File: src/rtl/regbank_pkg.sv
// Shared definitions for the register bank reader-side dump controller.
//   NREGS : number of registers in the bank (even, >= 2)
//   DW    : register / stream data width
//   AW    : register index width, clog2(NREGS)
//   dump_state_t : dump controller state encoding
package regbank_pkg;

  localparam int NREGS = 32;
  localparam int DW    = 32;
  localparam int AW    = 5;

  typedef enum logic [2:0] {
    IDLE,
    CAPT,
    SEND0,
    SEND1,
    FIN
  } dump_state_t;

endpackage

File: src/rtl/regbank_dump_ctrl.sv
// Reader-side dump controller for the register bank.
// Walks the bank two registers at a time (sr1 = even, sr2 = odd index),
// captures both words in one cycle and streams them out in index order over
// a valid/ready interface. Optionally zeroes each register after capture
// through the bank write port.
//
// State | meaning
// ------+-----------------------------------------------------------------
// IDLE  | waiting for start; all outputs quiet
// CAPT  | sr1/sr2 drive pair p; data captured on exit; zero reg 2p if clr
// SEND0 | present even word 2p; zero reg 2p+1 on the first cycle if clr
// SEND1 | present odd word 2p+1; advance to next pair or finish
// FIN   | one-cycle done pulse, busy falls on exit
//
// Ports:
//   clk, rst            clock, asynchronous active-high reset
//   start, clr_en       dump request and clear-after-capture option
//   sr1, sr2            bank read addresses (driven only in CAPT)
//   rdData1, rdData2    combinational bank read data
//   wr_en, wr_addr,
//   wr_data             bank write port used for zeroing (data always 0)
//   out_valid, out_ready,
//   out_data, out_idx,
//   out_last            output word stream
//   busy, done          status
module regbank_dump_ctrl
  import regbank_pkg::*;
#(
  parameter int NREGS = regbank_pkg::NREGS,
  parameter int DW    = regbank_pkg::DW,
  parameter int AW    = regbank_pkg::AW
) (
  input  logic          clk,
  input  logic          rst,
  input  logic          start,
  input  logic          clr_en,
  output logic [AW-1:0] sr1,
  output logic [AW-1:0] sr2,
  input  logic [DW-1:0] rdData1,
  input  logic [DW-1:0] rdData2,
  output logic          wr_en,
  output logic [AW-1:0] wr_addr,
  output logic [DW-1:0] wr_data,
  output logic          out_valid,
  input  logic          out_ready,
  output logic [DW-1:0] out_data,
  output logic [AW-1:0] out_idx,
  output logic          out_last,
  output logic          busy,
  output logic          done
);

  localparam int            PW     = AW - 1;
  localparam logic [PW-1:0] P_LAST = PW'(NREGS / 2 - 1);

  dump_state_t   state;
  logic [PW-1:0] p;
  logic [PW-1:0] p_next;
  logic          clr_flag;
  logic [DW-1:0] buf1;

  assign p_next  = p + PW'(1);
  assign wr_data = '0;

  // All outputs are registered: each transition loads the values the next
  // state must present, so outputs are valid from the first cycle of a state.
  always_ff @(posedge clk or posedge rst) begin
    if (rst) begin
      state     <= IDLE;
      p         <= '0;
      clr_flag  <= 1'b0;
      buf1      <= '0;
      sr1       <= '0;
      sr2       <= '0;
      wr_en     <= 1'b0;
      wr_addr   <= '0;
      out_valid <= 1'b0;
      out_data  <= '0;
      out_idx   <= '0;
      out_last  <= 1'b0;
      busy      <= 1'b0;
      done      <= 1'b0;
    end else begin
      case (state)
        IDLE: begin
          if (start) begin
            state    <= CAPT;
            p        <= '0;
            clr_flag <= clr_en;
            busy     <= 1'b1;
            sr1      <= '0;
            sr2      <= AW'(1);
            wr_en    <= clr_en;
            wr_addr  <= '0;
          end
        end

        CAPT: begin
          // Even word goes straight to the output register; odd word waits.
          // The bank write of reg 2p lands on this same edge, so the
          // captured value is the pre-clear content.
          out_data  <= rdData1;
          buf1      <= rdData2;
          out_valid <= 1'b1;
          out_idx   <= {p, 1'b0};
          out_last  <= 1'b0;
          sr1       <= '0;
          sr2       <= '0;
          wr_en     <= clr_flag;
          wr_addr   <= {p, 1'b1};
          state     <= SEND0;
        end

        SEND0: begin
          // Odd register is zeroed on the first SEND0 cycle only.
          wr_en   <= 1'b0;
          wr_addr <= '0;
          if (out_ready) begin
            out_data <= buf1;
            out_idx  <= {p, 1'b1};
            out_last <= (p == P_LAST);
            state    <= SEND1;
          end
        end

        SEND1: begin
          if (out_ready) begin
            out_valid <= 1'b0;
            out_last  <= 1'b0;
            if (out_last) begin
              state <= FIN;
              done  <= 1'b1;
            end else begin
              p       <= p_next;
              sr1     <= {p_next, 1'b0};
              sr2     <= {p_next, 1'b1};
              wr_en   <= clr_flag;
              wr_addr <= {p_next, 1'b0};
              state   <= CAPT;
            end
          end
        end

        FIN: begin
          done  <= 1'b0;
          busy  <= 1'b0;
          state <= IDLE;
        end

        default: state <= IDLE;
      endcase
    end
  end

endmodule

File: config.mk
export PLATFORM = sky130hd
export DESIGN_NAME = regbank_dump_ctrl
export DESIGN_NICKNAME = d
export VERILOG_FILES = /design/src/rtl/regbank_pkg.sv /design/src/rtl/regbank_dump_ctrl.sv
export SDC_FILE = /design/constraint.sdc
export NUM_CORES = 1
export LEC_CHECK = 0
export CORE_ASPECT_RATIO = 0.75
export CORE_UTILIZATION = 46
export DETAILED_ROUTE_END_ITERATION = 6
export GPL_TIMING_DRIVEN = 0
export PLACE_DENSITY_LB_ADDON = 0.08
export RECOVER_POWER = 100
export REMOVE_ABC_BUFFERS = 1
export SLEW_MARGIN = 20
export SYNTH_ARGS = -nofsm -noshare
export SYNTH_HDL_FRONTEND = slang
export SYNTH_SLANG_ARGS = --single-unit
File: constraint.sdc
create_clock -name clk -period 3.4 [get_ports clk]
set_input_delay 0.34 -clock clk [delete_from_list [all_inputs] [get_ports clk]]
set_output_delay 0.34 -clock clk [all_outputs]
set_load 0.05 [all_outputs]
==> results of run 1 <==
path summary, 6_finish.rpt:
| check | startpoint | to | slack (ps) | depth (start not counted) |
|---|---|---|---|---|
| worst max-delay path | state[1]$_DFFE_PP0P_ | out_data[21]$_DFFE_PP0P_ | 360 | 5 |
| worst min-delay path | sr1[2]$_DFFE_PP0P_ | sr1[2]$_DFFE_PP0P_ | 480 | 1 |
| worst max register to register | state[1]$_DFFE_PP0P_ | out_data[21]$_DFFE_PP0P_ | 360 | 5 |
| worst min register to register | sr1[2]$_DFFE_PP0P_ | sr1[2]$_DFFE_PP0P_ | 480 | 1 |
| max in group asynchronous | rst | p[0]$_DFFE_PP0P_ | 1860 | 3 |
| min in group asynchronous | rst | out_data[29]$_DFFE_PP0P_ | 710 | 2 |
stage by stage:
| step | power, mW | utilization | setup TNS, ps | cell area [sq um] |
|---|---|---|---|---|
| floorplan | 4.41 | - | 0 | 4250 |
| global placement | 5.40 | 0.588 | -84680 | 5660 |
| detailed placement | 5.61 | 0.602 | 0 | 5790 |
| CTS | 6.81 | 0.639 | 0 | 6150 |
| global route | 6.89 | 0.631 | 0 | 6070 |
| finish | 6.52 | 0.631 | 0 | 6070 |
cell type report:
cell class	instances	area (sq um)	share of cell area
Tap cell	132	165	0.0272
Inverter	7	27.5	0.00454
Clock inverter	5	105	0.0173
Clock buffer	11	253	0.0417
Sequential cell	94	2350	0.388
Multi-Input combinational cell	213	1830	0.301
Timing Repair Buffer	130	1340	0.221
report_power, final:
| group | total (mW) | internal, mW | switching (mW) |
|---|---|---|---|
| clock network | 1.17 | 0.758 | 0.415 |
| registers | 1.98 | 1.65 | 0.328 |
| logic | 3.36 | 1.41 | 1.95 |
flip-flops by register name (all words and copies together) (netlist names):
register   cells
buf1          32
busy           1
clr_flag       1
done           1
out_data      32
out_idx        5
out_last       1
out_valid      1
p              4
sr1            4
sr2            3
state          3
wr_addr        5
wr_en          1
logic make-up after synthesis:
group,synth area share
AO/OA/AOI/OAI,0.0584
XOR/XNOR,0.00578
adder cells (fa/ha/maj),0.00275
buffers and inverters,0.0969
flip-flops,0.518
multiplexers,0.265
other,0.000825
AND/OR/NAND/NOR,0.0531
layer usage:
metal  wire length [um]  track usage  share of wire  vias to the layer above
met5                  0            0              0                        -
met4                108       0.0633          0.011                        0
met3                837       0.0796          0.089                        9
met2               4060        0.289           0.43                      102
met1               4410        0.259           0.47                     1435
li1                   -            -              -                     1359
cell usage in the layout (no fill, tap or decap), drive strengths merged, types with 2 or more instances in the layout:
cell type      synthesis  layout
conb                   1      33
inv                    7       6
dlygate4sd3            0      57
buf                   53       4
a2111oi                2       2
nor2                   5       5
nand2                  6       6
a21oi                  8       8
nor3                   2       2
clkbuf                 2      13
xnor2                  2       2
mux2                 105     105
mux2i                  2       2
o21bai                 2       2
dfrtp                 94      94
bufinv                 0       3
nand2b                 4       4
nor4                   2       2
nand3b                 4       4
or3b                   2       2
o21ai                  5       5
a21o                  10      10
clkinvlp               0       3
nand4                  2       2
o2bb2ai                2       2
clkdlybuf4s50          0      67
==> impl_results.md, run 1 <==
* P&R area growth vs syn at 33.5%
* Via count at about 2900
* Slowest cell delay on critical path at roughly 910 ps
* Post-synthesis register bit count at between 90 and 100
* Max-slew violations at 0
* WP data arrival at between 3000 and 4000 ps
* Slew headroom at 0.0882
* Max frequency at 329 MHz
* Register area share after synthesis at 0.518
* Vias in the first global route at 2931
* Worst-Skew Late Latency at about 340 ps
* Largest cells by area after synthesis: dfrtp_1 (52%), mux2_2 (25%), buf_4 (6.4%)
* Crit-path slowest cell: dfrtp_1
* Routed Wire Length at 9410 um
* Fraction of registers with async set/reset at 1.00
* ANT cells at 0
* Drt wl/cell at ~16 um
* Average cell area after synthesis at approximately 13 sq um
* DRT iter0 DRCs at between 90 and 100
* Fin crit period at approximately 3000 ps
* Register clock-pin slew on the reported worst setup and hold paths at approximately 70 ps
* Final #Nets at between 500 and 600
* Buffers & Inverters on Critical Path at 2
* Die height at 88.1 um
* CP required at ~3600 ps
* FILL cells at ~790
* Slew @ Worst Pin at roughly 1300 ps
* Initial antenna violation count at 0
* GRT overflow at 0
* Final WS setup at roughly 360 ps
* DRT Pass-1 Iters at 4
* TritonCTS clock tree: built
* Share of cells above drive strength 1 at 0.285
* RSZ-0062 raised after global routing: false
* Crit path capture type: flip-flop
* Synth top area share at 0.518
* Antenna-violating nets left at 0
* Cts bufs inserted at 9
* Maximum fanout along the worst path at 29
* Core area at slightly below 10000 sq um
* Hold Path Class: reg2reg
* Gr usage total at 0.195
* I/O pin total at between 150 and 200
* Htree depth at 3
* DIE AREA at 10300 sq um
* Syn. warnings at 0
* Number of synthesized flops with an enable pin at 0
* Final worst-path cycle share at 0.895
* Count leader, synth: mux2_2
* Placer Congestion at ~0.73
* Clock buffer depth at 2
* Max-Cap Viols at 0
* Final setup viols at 0
* Die X at between 100 and 150 um
* Vias per inst at a little under 5
* CTS hold repair buffers at 0
* Hold Vio Cnt, Final at 0
* Crit Path Class: reg2reg
* Status: finished, final reports clean
* Post-Route Skew at approximately 5.3 ps
* Top FF cell, synth: dfrtp_1
* Max rail drop VDD at roughly 570 uV
* Initial Util at 0.472
* Num Clock Sinks at 94
* Non-filler cells in the finished layout at roughly 600
* Placed wire-length estimate at ~6600 um
* PortBufs at about 120
* Startpoint types: flip-flop
* Post-Syn Area at about 4500 sq um
* # rows at 31
* CP cell instances: nand3b_2, a21oi_1, clkbuf_2, buf_16, mux2_2
* Fin Hold WS at 484 ps
* Placed Instances at between 500 and 600
* Crit-path leading delay family: flip-flops
* Post-synthesis instance total at 337
* PwrDens at roughly 1100 nW/um^2
* Largest net degree at the start of global routing at 70
* Synth cell types at 45
* Leakage at 2.67 nW
* Top cell type by total area after synthesis: dfrtp_1
* Post-route DRC at 0
* Synth cell count leaders: mux2_2 (102), dfrtp_1 (94), buf_4 (39), a21o_1 (10)
* CTS-repair resized insts at 0
* Post-Place Setup Slack at around 460 ps
* First-pass GRT wire length at approximately 15000 um
* Root buffer cell: clkbuf_16
* Postcts setup bufs at 0
No activity file was read; power rests on OpenSTA's default activity.
==> inputs of run 2 (changes only) <==
CAP_MARGIN = 15   (was not set)
==> results of run 2 <==
No change in the layout: final DEF, timing and power equal those of run 1.
